File: src/rtl/gtxe2_chnl_rx_oob.sv
// SATA OOB receive detector: times bursts and gaps on the line-idle indication
// and reports complete COMINIT/COMRESET or COMWAKE sequences as one-cycle pulses.
module gtxe2_chnl_rx_oob #(
    parameter int         BURST_MIN          = 12,
    parameter int         BURST_MAX          = 20,
    parameter int         WAKE_GAP_MIN       = 12,
    parameter int         WAKE_GAP_MAX       = 20,
    parameter int         INIT_GAP_MIN       = 40,
    parameter int         INIT_GAP_MAX       = 56,
    parameter logic [3:0] SATA_BURST_SEQ_LEN = 4'd4
) (
    input  logic clk,
    input  logic reset,
    input  logic rx_idle,
    output logic RXCOMINITDET,
    output logic RXCOMWAKEDET,
    output logic oob_active
);

    typedef enum logic [1:0] {S_IDLE, S_BURST, S_GAP} state_t;
    typedef enum logic [1:0] {SEQ_NONE, SEQ_INIT, SEQ_WAKE} seq_t;

    localparam logic [7:0] B_MIN  = 8'(BURST_MIN);
    localparam logic [7:0] B_MAX  = 8'(BURST_MAX);
    localparam logic [7:0] WG_MIN = 8'(WAKE_GAP_MIN);
    localparam logic [7:0] WG_MAX = 8'(WAKE_GAP_MAX);
    localparam logic [7:0] IG_MIN = 8'(INIT_GAP_MIN);
    localparam logic [7:0] IG_MAX = 8'(INIT_GAP_MAX);

    state_t     state_q, state_d;
    seq_t       seq_type_q, seq_type_d;
    seq_t       gap_class;
    logic [7:0] burst_cnt_q, burst_cnt_d;
    logic [7:0] gap_cnt_q, gap_cnt_d;
    logic [3:0] nburst_q, nburst_d;
    logic [3:0] nburst_inc;
    logic       init_det_q, init_det_d;
    logic       wake_det_q, wake_det_d;
    logic       oob_active_q, oob_active_d;

    function automatic logic [7:0] sat_inc(input logic [7:0] v);
        return (v == 8'hFF) ? v : v + 8'd1;
    endfunction

    // NOTE: every variable gets a default before the case so no path leaves one
    // unassigned; otherwise synthesis infers a latch to hold the old value.
    always_comb begin
        state_d      = state_q;
        seq_type_d   = seq_type_q;
        burst_cnt_d  = burst_cnt_q;
        gap_cnt_d    = gap_cnt_q;
        nburst_d     = nburst_q;
        init_det_d   = 1'b0;
        wake_det_d   = 1'b0;
        nburst_inc   = nburst_q + 4'd1;

        // A gap outside both windows classifies as NONE, i.e. bad.
        if (gap_cnt_q >= WG_MIN && gap_cnt_q <= WG_MAX)
            gap_class = SEQ_WAKE;
        else if (gap_cnt_q >= IG_MIN && gap_cnt_q <= IG_MAX)
            gap_class = SEQ_INIT;
        else
            gap_class = SEQ_NONE;

        case (state_q)
            S_IDLE: begin
                if (!rx_idle) begin
                    state_d     = S_BURST;
                    burst_cnt_d = 8'd1;
                    nburst_d    = 4'd0;
                    seq_type_d  = SEQ_NONE;
                end
            end
            S_BURST: begin
                if (!rx_idle) begin
                    burst_cnt_d = sat_inc(burst_cnt_q);
                end else if (burst_cnt_q >= B_MIN && burst_cnt_q <= B_MAX) begin
                    nburst_d = nburst_inc;
                    if (nburst_inc == SATA_BURST_SEQ_LEN) begin
                        init_det_d = (seq_type_q == SEQ_INIT);
                        wake_det_d = (seq_type_q == SEQ_WAKE);
                        state_d    = S_IDLE;
                    end else begin
                        state_d   = S_GAP;
                        gap_cnt_d = 8'd1;
                    end
                end else begin
                    state_d = S_IDLE;
                end
            end
            S_GAP: begin
                if (rx_idle) begin
                    gap_cnt_d = sat_inc(gap_cnt_q);
                    if (gap_cnt_d > IG_MAX)
                        state_d = S_IDLE;
                end else begin
                    state_d     = S_BURST;
                    burst_cnt_d = 8'd1;
                    // A mismatching gap makes the current burst the first of a new candidate.
                    if (gap_class != SEQ_NONE &&
                        (seq_type_q == SEQ_NONE || seq_type_q == gap_class)) begin
                        seq_type_d = gap_class;
                    end else begin
                        nburst_d   = 4'd0;
                        seq_type_d = SEQ_NONE;
                    end
                end
            end
            default: state_d = S_IDLE;
        endcase

        oob_active_d = (state_d != S_IDLE) && (nburst_d != 4'd0);
    end

    // NOTE: state registers use non-blocking assignments so every flop samples
    // the pre-edge values regardless of statement order.
    always_ff @(posedge clk or negedge reset) begin
        if (!reset) begin
            state_q      <= S_IDLE;
            seq_type_q   <= SEQ_NONE;
            burst_cnt_q  <= 8'd0;
            gap_cnt_q    <= 8'd0;
            nburst_q     <= 4'd0;
            init_det_q   <= 1'b0;
            wake_det_q   <= 1'b0;
            oob_active_q <= 1'b0;
        end else begin
            state_q      <= state_d;
            seq_type_q   <= seq_type_d;
            burst_cnt_q  <= burst_cnt_d;
            gap_cnt_q    <= gap_cnt_d;
            nburst_q     <= nburst_d;
            init_det_q   <= init_det_d;
            wake_det_q   <= wake_det_d;
            oob_active_q <= oob_active_d;
        end
    end

    assign RXCOMINITDET = init_det_q;
    assign RXCOMWAKEDET = wake_det_q;
    assign oob_active   = oob_active_q;

endmodule
File: config.mk
export PLATFORM = sky130hd
export DESIGN_NAME = gtxe2_chnl_rx_oob
export DESIGN_NICKNAME = d
export VERILOG_FILES = /design/src/rtl/gtxe2_chnl_rx_oob.sv
export SDC_FILE = /design/constraint.sdc
export NUM_CORES = 1
export LEC_CHECK = 0
export ABC_AREA = 1
export CAP_MARGIN = 20
export CORE_MARGIN = 1.5
export CORE_UTILIZATION = 44
export CTS_CLUSTER_SIZE = 8
export DETAILED_ROUTE_END_ITERATION = 6
export REMOVE_ABC_BUFFERS = 1
export SKIP_LAST_GASP = 1
export SLEW_MARGIN = 30
export SYNTH_ARGS = -nofsm -noshare
export SYNTH_HDL_FRONTEND = slang
export SYNTH_SLANG_ARGS = --single-unit
File: constraint.sdc
create_clock -name clk -period 4.8 [get_ports clk]
set_clock_uncertainty 0.15 [all_clocks]
set_input_delay 1.2 -clock clk [delete_from_list [all_inputs] [get_ports clk]]
set_output_delay 1.2 -clock clk [all_outputs]
set_load 0.005 [all_outputs]
# Word-level counts from Yosys, hierarchy flattened
# Cells that the tools add are included.
dict set report word_totals {
  out_inout_bits 3
  input_bits 3
  word_cells 90
  ff_bits 27
}
dict set report op_classes {
  n_eq_ne 17
  n_reduce_logical 18
  n_addsub 3
  mux 37
  order_cmp 7
}
# cell n
set op_table {}
lappend op_table {{$mux 8} 8}
lappend op_table {{$pmux 8 s2} 2}
lappend op_table {{$mux 2} 10}
lappend op_table {{$mux 4} 5}
lappend op_table {{$ne 2x2->1 const B} 9}
lappend op_table {{$add 8x1->8 const B} 2}
lappend op_table {{$eq 8x8->1 const B} 2}
lappend op_table {{$ge 8x4->1 const B} 2}
lappend op_table {{$le 8x5->1 const B} 2}
lappend op_table {{$pmux 4 s3} 1}
lappend op_table {{$reduce_bool 2->1} 5}
lappend op_table {{$mux 1} 9}
lappend op_table {{$ge 8x6->1 const B} 1}
lappend op_table {{$gt 8x6->1 const B} 1}
lappend op_table {{$le 8x6->1 const B} 1}
lappend op_table {{$pmux 2 s3} 1}
lappend op_table {{$logic_and 1x1->1} 5}
lappend op_table {{$reduce_and 5->1} 1}
lappend op_table {{$add 4x1->4 const B} 1}
lappend op_table {{$eq 2x1->1 const B} 2}
lappend op_table {{$eq 2x2->1 const B} 2}
lappend op_table {{$eq 4x3->1 const B} 1}
lappend op_table {{$logic_not 2->1} 2}
lappend op_table {{$pmux 2 s2} 1}
lappend op_table {{6 further kinds} 6}

# Logic depth before layout (Yosys ltp)
# Gate-level depths: netlist of run 1.
dict set report logic_depth {
  ltp_word 12
  mapped_depth 16
  ltp_nobuf 16
}

# Worst setup path after synthesis of run 1
# OpenSTA, ideal clock, no wires.
dict set report synth_path {
  kind {input port to flip-flop}
  from {input rx_idle}
  to {register oob_active_q (netlist: oob_active)}
  path_buffers 0
  setup_time_ns 0.117
  t_required_ns 4.533
  slack_ns 2.474
  t_arrival_ns 2.059
  stages 13
  path_cell_list {inv_2 > nor2_2 > nand2_1 > nor2_4 > nand2_4 > nand2_4 > nand2_2 > nor2_1 > nand3_1 > nand2_1 > nand2_1 > nor2_1 > nor2_1}
}
dict set report synth_between {
  elab_chain_len 4
  elab_cells_between_ends 11
  classes_between {mux (8); reduce/logical (3)}
}
# item line
set synth_rtl {}
lappend synth_rtl {{from (decl)} 14} ;# input logic rx_idle,
lappend synth_rtl {{$mux 4 (tied with other cells)} 92} ;# if (rx_idle) begin
lappend synth_rtl {{$pmux 4 s3 or $pmux 2 s3 (tied branches)} 65} ;# case (state_q)
lappend synth_rtl {{$reduce_bool 4->1 or $reduce_bool 2->1 (tied branches)} 112} ;# oob_active_d = (state_d != S_IDLE) && (nburst_d != 4'd0);
lappend synth_rtl {{$logic_and 1x1->1 (*)} 112}
lappend synth_rtl {{via oob_active_d} 39} ;# logic oob_active_q, oob_active_d;
lappend synth_rtl {{to (signal assigned)} 135} ;# oob_active_q <= oob_active_d;
lappend synth_rtl {{to (decl)} 39}
# The timed path passes the listed nets; every way through them passes the cells marked *.
# A chain may end at the register's enable or synchronous reset.

# Worst setup path in the final report of run 1
# Same ends and word-level chain as after synthesis.

==> results of run 1 <==
Yosys cell counts, drive strengths merged:
| cell | count | area [sq um] |
|---|---|---|
| a31oi | 1 | 6.26 |
| nor2 | 35 | 184 |
| o22ai | 5 | 31.3 |
| inv | 38 | 143 |
| xnor2 | 1 | 8.76 |
| clkinv | 2 | 8.75 |
| nand4 | 4 | 25.0 |
| dfrtp | 27 | 676 |
| o21bai | 2 | 18.8 |
| xor2 | 7 | 61.3 |
| nand3 | 18 | 90.1 |
| o31ai | 1 | 7.51 |
| ha | 6 | 75.1 |
| nor3 | 3 | 20.0 |
| nand2 | 62 | 268 |
| o21ai | 12 | 63.8 |
| and3 | 1 | 6.26 |
| o21a | 2 | 15.0 |
| a21oi | 6 | 30.0 |
| o211ai | 1 | 12.5 |
| nor4 | 2 | 12.5 |
cell usage in the layout, fill, tap and decap left out, types with 2 or more instances in the layout:
cell,instances
a21oi_1,6
clkbuf_8,3
clkdlybuf4s50_1,5
dfrtp_1,27
ha_1,6
inv_1,30
inv_2,8
nand2_1,52
nand2_2,8
nand2_4,2
nand3_1,18
nand4_1,4
nor2_1,24
nor2_2,6
nor2_4,5
nor3_1,2
nor4_1,2
o21a_1,2
o21ai_0,9
o21ai_1,2
o22ai_1,5
xor2_1,7
final cells by class:
type	instances	area [sq um]
multi-input cells	169	936
inverters	40	151
repair buffers	6	57.6
well taps	48	60.1
fillers	375	1820
clock buffers	4	45.0
flip-flops and latches	27	676
power breakdown:
group          internal, mW  switching, mW  total [mW]
registers             0.256         0.0355       0.292
logic                0.0640          0.105       0.169
clock network        0.0596         0.0738       0.133
layer usage:
metal | vias to the layer above | routed length (um) | part of all wire | global-route usage
met5 | - | 0 | 0 | 0
met4 | 0 | 41 | 0.012 | 0.0459
met3 | 5 | 98 | 0.028 | 0.0256
met2 | 25 | 1550 | 0.45 | 0.299
met1 | 664 | 1790 | 0.51 | 0.267
li1 | 779 | - | - | -
metrics by stage:
stage / setup slack (ns) / hold slack (ns) / instances
2_1_floorplan: 2.47 / 0.259 / 236
3_3_place_gp: 1.78 / 0.284 / 290
3_5_place_dp: 1.76 / 0.279 / 290
4_1_cts: 2.05 / 0.292 / 294
5_1_grt: 1.85 / 0.316 / 294
6_report: 2.06 / 0.290 / 294
worst max path at each step:
stage / startpoint / to / cells after the start
after global routing: rx_idle / oob_active / 14
final: rx_idle / oob_active / 14
after global placement: rx_idle / oob_active / 14
after floorplan: rx_idle / oob_active / 13
after CTS: rx_idle / oob_active / 14
after detailed placement: rx_idle / oob_active / 14
flip-flops by register name (all words and copies together), names as in the netlist:
register      cells
RXCOMINITDET      1
RXCOMWAKEDET      1
burst_cnt_q       8
gap_cnt_q         8
nburst_q          4
oob_active        1
seq_type_q        2
state_q           2
cell families (layout without fill, tap and decap cells):
family                     Yosys count  after routing
AOI/OAI and AO/OA                   30             30
adders and majority gates            6              6
xor gates and xnor gates             8              8
and+or+nand+nor                    125            125
buffers and inverters               40             50
DFF                                 27             27
==> results.md, run 1 <==
- Outcome: completed
- Setup TNS: 0 ns
- Hold Crit Depth: 1
- Die Span Y: 66.3 um
- RSZ-0062 raised after global routing: no
- Clk buf depth: 2
- Worst R2R Path Depth: 12
- Setup Crit Path Kind: primary input to register
- Yosys cell types: 31
- Worst slew margin: 0.658
- Simple-gate share of the synthesized area: 0.344
- Fin. Hold Viols: 0
- DR DRC count: 0
- Peak supply drop: 0.121 mV
- Total power draw: 0.595 mW
- Max frequency: 365 MHz
- Clock transition at the registers of the reported paths: 0.09 ns
- IO Port Bufs: 5
- Post-synthesis instance area: 1760 sq um
- Mapped Cells: 236
- Antenna diodes: 0
- Vias per cell: 5.01
- Count of state elements after synthesis: 27
- Biggest cell delay along the critical path: 0.56 ns
- Critical path's top delay family: simple AND/OR/NAND/NOR gates
- Mean Syn Cell Area: 7.47 sq um
- Final WL: 3470 um
- Worst hold path type: register to register
- Worst Path Buf+Inv: 2
- Chain of cells forming the critical path: clkdlybuf4s50_1, inv_2, nor2_2, nand2_1, nor2_4, nand2_4, nand2_4, nand2_2, nor2_1, nand3_1, nand2_1, nand2_1, nor2_1, nor2_1
- Largest net degree at the start of global routing: 28
- Hpwl dp: 2630 um
- CORE AREA: 3740 sq um
- Max_cap viols: 0
- Adder-Cell Fraction of Synth Area: 0.0426
- # rows: 22
- Post-route cell area: 1930 sq um
- Util after Layout: 0.514
- Hold buffers post-CTS: 0
- Routability Congestion: 0.817
- Gr ovfl total: 0
- Largest family of logic cells by synthesized area: simple AND/OR/NAND/NOR gates
- Die area: 4400 sq um
- Warnings, synthesis: 0
- Total GRT Usage: 0.187
- # IOs: 6
- CTS tree: yes
- Sequential element share of the synthesized area: 0.383
- Min Tclk post-route: 2.74 ns
- Num Clock Sinks: 27
- Die width: 66.3 um
- CTS Buf Count: 3
- Startpoint types: primary input
- Max Slew Vio Count: 0
- Power per cell area: 309 nW/um^2
- R2R Setup Slk: 2.85 ns
- WP data arrival: 2.76 ns
- Initial Util: 0.471
- Setup bufs post-CTS: 0
- CP Capture Type: register
- CTS H-tree lvls: 1
- Final period utilization: 0.571
- Mux cell area share after synthesis: 0
- Leakage: 0.930 nW
- FF-to-FF End: oob_active
- ANT nets after route: 0
- Total Nets Final: 256
- Hold path start: seq_type_q[0]
- Measured slew at the worst slew-check pin: 0.510 ns
- Hold Path Sink: RXCOMWAKEDET
- Clk root buf: clkbuf_8
- Clk_lat worst skew: 0.28 ns
- Req. time, crit path: 4.82 ns
- First-pass GRT wire length: 6320 um
- Synth Area in Compound Gates: 0.105
- Final setup vio count: 0
- Worst-path fanout max: 4
- Initial antenna violation count: 0
- DRT Pass-1 Iters: 5
- Routed length per instance: 11.8 um
- RR Startpoint: gap_cnt_q[0]
- Placed Instance Area: 1880 sq um
- Vias in the first global route: 1450
- 1st-iter DRT viols: 56
- Area Growth Syn to Fin: 9.23%
- Cts repair resizes: 0
- Via count: 1473
- Synth Area in XOR/XNOR: 0.0397
- CP max-delay cell: clkdlybuf4s50_1
- Share of layout cells above drive strength 1: 0.154
Power figures use the tool's default switching activity.
==> run 2, diff against run 1 <==
==> constraint.sdc (replaced) <==
create_clock -name clk -period 2.6 [get_ports clk]
set_clock_uncertainty 0.15 [all_clocks]
set_input_delay 0.65 -clock clk [delete_from_list [all_inputs] [get_ports clk]]
set_output_delay 0.65 -clock clk [all_outputs]
set_load 0.005 [all_outputs]
==> results.md, run 2 (synthesized netlist as in run 1, its figures left out) <==
- Num Clock Sinks: 27 (unchanged)
- Req. time, crit path: 2.62 ns (-2.20 ns)
- Area Growth Syn to Fin: 10.5%
- Setup bufs post-CTS: 0 (unchanged)
- 1st-iter DRT viols: 98 (+75%)
- # rows: 22 (unchanged)
- Startpoint types: primary input
- CTS H-tree lvls: 1 (unchanged)
- Worst slew margin: 0.754 (+0.0953)
- Peak supply drop: 0.262 mV (+120%)
- Total Nets Final: 259 (+1.2%)
- Clk buf depth: 2 (unchanged)
- Setup Crit Path Kind: primary input to register
- Fillers: 392 (+4.5%)
- CORE AREA: 3740 sq um (unchanged)
- Worst-path fanout max: 4 (unchanged)
- Power per cell area: 562 nW/um^2 (+82%)
- WP data arrival: 2.12 ns (-0.64 ns)
- Via count: 1450 (-1.6%)
- Leakage: 0.945 nW (+1.6%)
- First-pass GRT wire length: 6180 um (-2.3%)
- Routability Congestion: 0.813 (-0.44%)
- Clock transition at the registers of the reported paths: 0.09 ns (about the same)
- Min Tclk post-route: 2.10 ns
- Hold buffers post-CTS: 0 (unchanged)
- Largest net degree at the start of global routing: 28 (unchanged)
- Vias in the first global route: 1422 (-1.9%)
- Fin. Hold Viols: 0 (unchanged)
- Setup TNS: 0 ns (unchanged)
- IO Port Bufs: 5 (unchanged)
- Final WL: 3490 um (+0.60%)
- Max_cap viols: 0 (unchanged)
- Leading cell type in the layout, fill and taps excluded: nand2_1
- Metal-1 WL: 1720 um (-3.6%)
- CP Capture Type: register
- Initial antenna violation count: 0 (unchanged)
- Met3 WL: 105 um (+7.1%)
- Total power draw: 1.09 mW (+84%)
- Gr ovfl total: 0 (unchanged)
- Final setup vio count: 0 (unchanged)
- Total GRT Usage: 0.183 (-0.00434)
- Clk_lat worst skew: 0.27 ns (about the same)
- CP max-delay cell: clkdlybuf4s50_1
- Final period utilization: 0.807
- CTS tree: yes
- Max frequency: 476 MHz
- Die width: 66.3 um (unchanged)
- Routed length per instance: 11.8 um (-0.41%)
- CTS Buf Count: 3 (unchanged)
- Hpwl dp: 2710 um (+3.0%)
- Measured slew at the worst slew-check pin: 0.367 ns (-0.144 ns)
- Die area: 4400 sq um (unchanged)
- Share of layout cells above drive strength 1: 0.165 (+0.0102)
- Worst hold margin: 0.291 ns (+0.00142 ns)
- Max Slew Vio Count: 0 (unchanged)
- Commonest non-fill, non-tap cells in the layout: 52 x nand2_1, 30 x inv_1, 27 x dfrtp_1, 24 x nor2_1, 18 x nand3_1
- Largest regs: burst_cnt_q (8), gap_cnt_q (8), nburst_q (4)
- # IOs: 6 (unchanged)
- Clk root buf: clkbuf_8
- Cts repair resizes: 0 (unchanged)
- DRT Pass-1 Iters: 4 (-1)
- DR DRC count: 0 (unchanged)
- Biggest cell delay along the critical path: 0.49 ns (-0.07 ns)
- ANT nets after route: 0 (unchanged)
- Chain of cells forming the critical path: clkdlybuf4s50_1, inv_2, nor2_2, nand2_1, nor2_4, nand2_4, nand2_4, nand2_2, nor2_1, nand3_1, nand2_1, nand2_1, nor2_1, nor2_1
- Antenna diodes: 0 (unchanged)
- DR top layer: met4
- Initial Util: 0.471 (unchanged)
- Outcome: completed
- Worst hold path type: register to register
- RSZ-0062 raised after global routing: no
- Routed wl met2: 1640 um (+6.0%)
- Die Span Y: 66.3 um (unchanged)
- Vias per cell: 4.88 (-2.6%)
[run 2: final timing paths]
kind,from,to,slack [ns],cells after the start
min in group asynchronous,reset,gap_cnt_q[2],0.60,2
setup / recovery,rx_idle,oob_active,0.50,14
max in group asynchronous,reset,gap_cnt_q[7],1.44,2
setup reg to reg,gap_cnt_q[0],oob_active,0.68,12
hold / removal,seq_type_q[0],RXCOMWAKEDET,0.29,1
hold reg to reg,seq_type_q[0],RXCOMWAKEDET,0.29,1
[run 2: stage by stage]
stage           util  std cells  area, sq um  setup WS, ns
3_3_place_gp   0.508        293         1900         0.226
4_1_cts        0.520        297         1950         0.487
2_1_floorplan      -        236         1760         0.824
5_1_grt        0.520        297         1950         0.336
3_5_place_dp   0.508        293         1900         0.197
6_report       0.520        297         1950         0.501
[run 2: layout make-up]
cell class	count	area, sq um	area share
Clock buffer	4	45.0	0.0231
Inverter	40	151	0.0777
Multi-Input combinational cell	169	936	0.480
Tap cell	48	60.1	0.0308
Sequential cell	27	676	0.347
Timing Repair Buffer	9	80.1	0.0411
[run 2: per-layer routing]
layer | GRT usage | vias to the layer above
met1 | 0.243 | 655
met2 | 0.308 | 19
li1 | - | 774
met3 | 0.0290 | 2
met5 | 0 | -
met4 | 0.0485 | 0
[run 2: report_power, final]
group          internal, mW  switching [mW]  leakage, nW
sequential            0.473          0.0662        0.355
combinational         0.122           0.194        0.567
clock                 0.110           0.130       0.0228
total                 0.705           0.390        0.945
[run 2: worst max-delay path: cells and delay by family]
kind / cells / cell delay [ns]
simple gates: 12 / 0.92
buf+inv: 2 / 0.56
==> run 3, diff against run 2 <==
==> constraint.sdc (replaced) <==
create_clock -name clk -period 2.1 [get_ports clk]
set_clock_uncertainty 0.15 [all_clocks]
set_input_delay 0.525 -clock clk [delete_from_list [all_inputs] [get_ports clk]]
set_output_delay 0.525 -clock clk [all_outputs]
set_load 0.005 [all_outputs]
==> results.md, run 3 (synthesized netlist as in run 1, its figures left out) <==
- RSZ-0062 raised after global routing: no
- Clk root buf: clkbuf_8
- CTS tree: yes
- Vias in the first global route: 1460 (+2.7%)
- Max Slew Vio Count: 0 (unchanged)
- Power per cell area: 689 nW/um^2 (+23%)
- Initial Util: 0.471 (unchanged)
- Total GRT Usage: 0.189 (+0.00564)
- Post-Layout Cell Count: 305 (+2.7%)
- Leading cell type in the layout, fill and taps excluded: nand2_1
- Startpoint types: primary input
- CTS H-tree lvls: 1 (unchanged)
- Gr ovfl total: 0 (unchanged)
- Vias per cell: 4.87 (-0.27%)
- # rows: 22 (unchanged)
- Final WL: 3540 um (+1.3%)
- CP max-delay cell: clkdlybuf4s50_1
- DRT Pass-1 Iters: 4 (unchanged)
- Num Clock Sinks: 27 (unchanged)
- Die Span Y: 66.3 um (unchanged)
- Setup bufs post-CTS: 0 (unchanged)
- IO Port Bufs: 5 (unchanged)
- Die width: 66.3 um (unchanged)
- CTS Buf Count: 3 (unchanged)
- Area Growth Syn to Fin: 14.1%
- Max_cap viols: 0 (unchanged)
- Largest regs: burst_cnt_q (8), gap_cnt_q (8), nburst_q (4)
- Peak supply drop: 0.319 mV (+22%)
- Max frequency: 513 MHz
- Via count: 1485 (+2.4%)
- Chain of cells forming the critical path: clkdlybuf4s50_1, inv_2, nor2_2, nand2_1, nor2_4, nand2_4, nand2_4, nand2_2, nor2_1, nand3_1, nand2_1, nand2_1, nor2_1, nor2_1
- 1st-iter DRT viols: 61 (-38%)
- Largest net degree at the start of global routing: 28 (unchanged)
- Leakage: 0.982 nW (+4.0%)
- ANT nets after route: 0 (unchanged)
- Worst slack at placement: -0.154 ns (-0.352 ns)
- Setup ws final: 0.152 ns (-0.349 ns)
- Final setup vio count: 0 (unchanged)
- Worst hold path type: register to register
- First-pass GRT wire length: 6380 um (+3.2%)
- Routed length per instance: 11.6 um (-1.3%)
- Share of layout cells above drive strength 1: 0.195 (+0.0299)
- Clock transition at the registers of the reported paths: 0.09 ns (about the same)
- Fin. Hold Viols: 0 (unchanged)
- Hpwl dp: 2750 um (+1.5%)
- CP Capture Type: register
- Min Tclk post-route: 1.95 ns
- Outcome: completed
- Measured slew at the worst slew-check pin: 0.343 ns (-0.0236 ns)
- Initial antenna violation count: 0 (unchanged)
- Routability Congestion: 0.806 (-0.92%)
- Worst-path fanout max: 3 (-1)
- Commonest non-fill, non-tap cells in the layout: 52 x nand2_1, 30 x inv_1, 27 x dfrtp_1, 24 x nor2_1, 18 x nand3_1
- # IOs: 6 (unchanged)
- Hold Crit Depth: 1 (unchanged)
- Worst slew margin: 0.770 (+0.0158)
- Biggest cell delay along the critical path: 0.49 ns (about the same)
- Post-Place Cells: 301 (+2.7%)
- Setup TNS: 0 ns (unchanged)
- Final period utilization: 0.928
- DR DRC count: 0 (unchanged)
- WP data arrival: 1.98 ns (-0.14 ns)
- Req. time, crit path: 2.13 ns (-0.49 ns)
- Clk_lat worst skew: 0.28 ns (about the same)
- Worst R2R Path Depth: 15 (+3)
- Antenna diodes: 0 (unchanged)
- Setup Crit Path Kind: primary input to register
- Clk buf depth: 2 (unchanged)
- Total Nets Final: 267 (+3.1%)
- CORE AREA: 3740 sq um (unchanged)
- Die area: 4400 sq um (unchanged)
## run 3: path summary, 6_finish.rpt
kind                                 from            to  slack, ns
max                               rx_idle    oob_active       0.15
min in group asynchronous           reset  gap_cnt_q[2]       0.46
max reg2reg                burst_cnt_q[0]    oob_active       0.18
min reg2reg                 seq_type_q[1]  RXCOMINITDET       0.28
max in group asynchronous           reset  gap_cnt_q[6]       1.07
min                         seq_type_q[1]  RXCOMINITDET       0.28
## run 3: worst max-delay path: cells and delay by family
family / cells / cell delay [ns]
simple gates: 12 / 0.90
buf+inv: 2 / 0.55
## run 3: repair_timing
item / 4_1_cts / 5_1_grt
hold endpoints to repair: 0 / 0
gates resized for setup: 0 / 1
hold buffers: 0 / 0
endpoints found under the setup margin: 0 / 1
## run 3: cell type report
cell class,count,area [sq um]
fillers,380,1730
flip-flops and latches,27,676
clock buffers,4,45.0
multi-input cells,169,940
well taps,48,60.1
repair buffers,17,140
inverters,40,151
## run 3: where the power goes
group          internal (mW)  switching (mW)  total, mW
sequential             0.586          0.0810      0.667
clock                  0.136           0.167      0.303
combinational          0.164           0.251      0.416
## run 3: routing by layer
metal  up-vias  global-route usage  routed length (um)
met5         -                   0                   0
met3         5              0.0256                  62
met2        10               0.306                1600
li1        797                   -                   -
met1       673               0.258                1830
met4         0              0.0612                  53
## run 3: per-stage QoR
stage,cell area (sq um),power (mW),util,hold slack [ns]
6_report,2010,1.39,0.537,0.283
5_1_grt,2010,1.49,0.537,0.303
4_1_cts,2010,1.39,0.536,0.289
3_5_place_dp,1960,1.09,0.524,0.276
3_3_place_gp,1960,1.08,0.524,0.278
2_1_floorplan,1760,0.964,-,0.0794
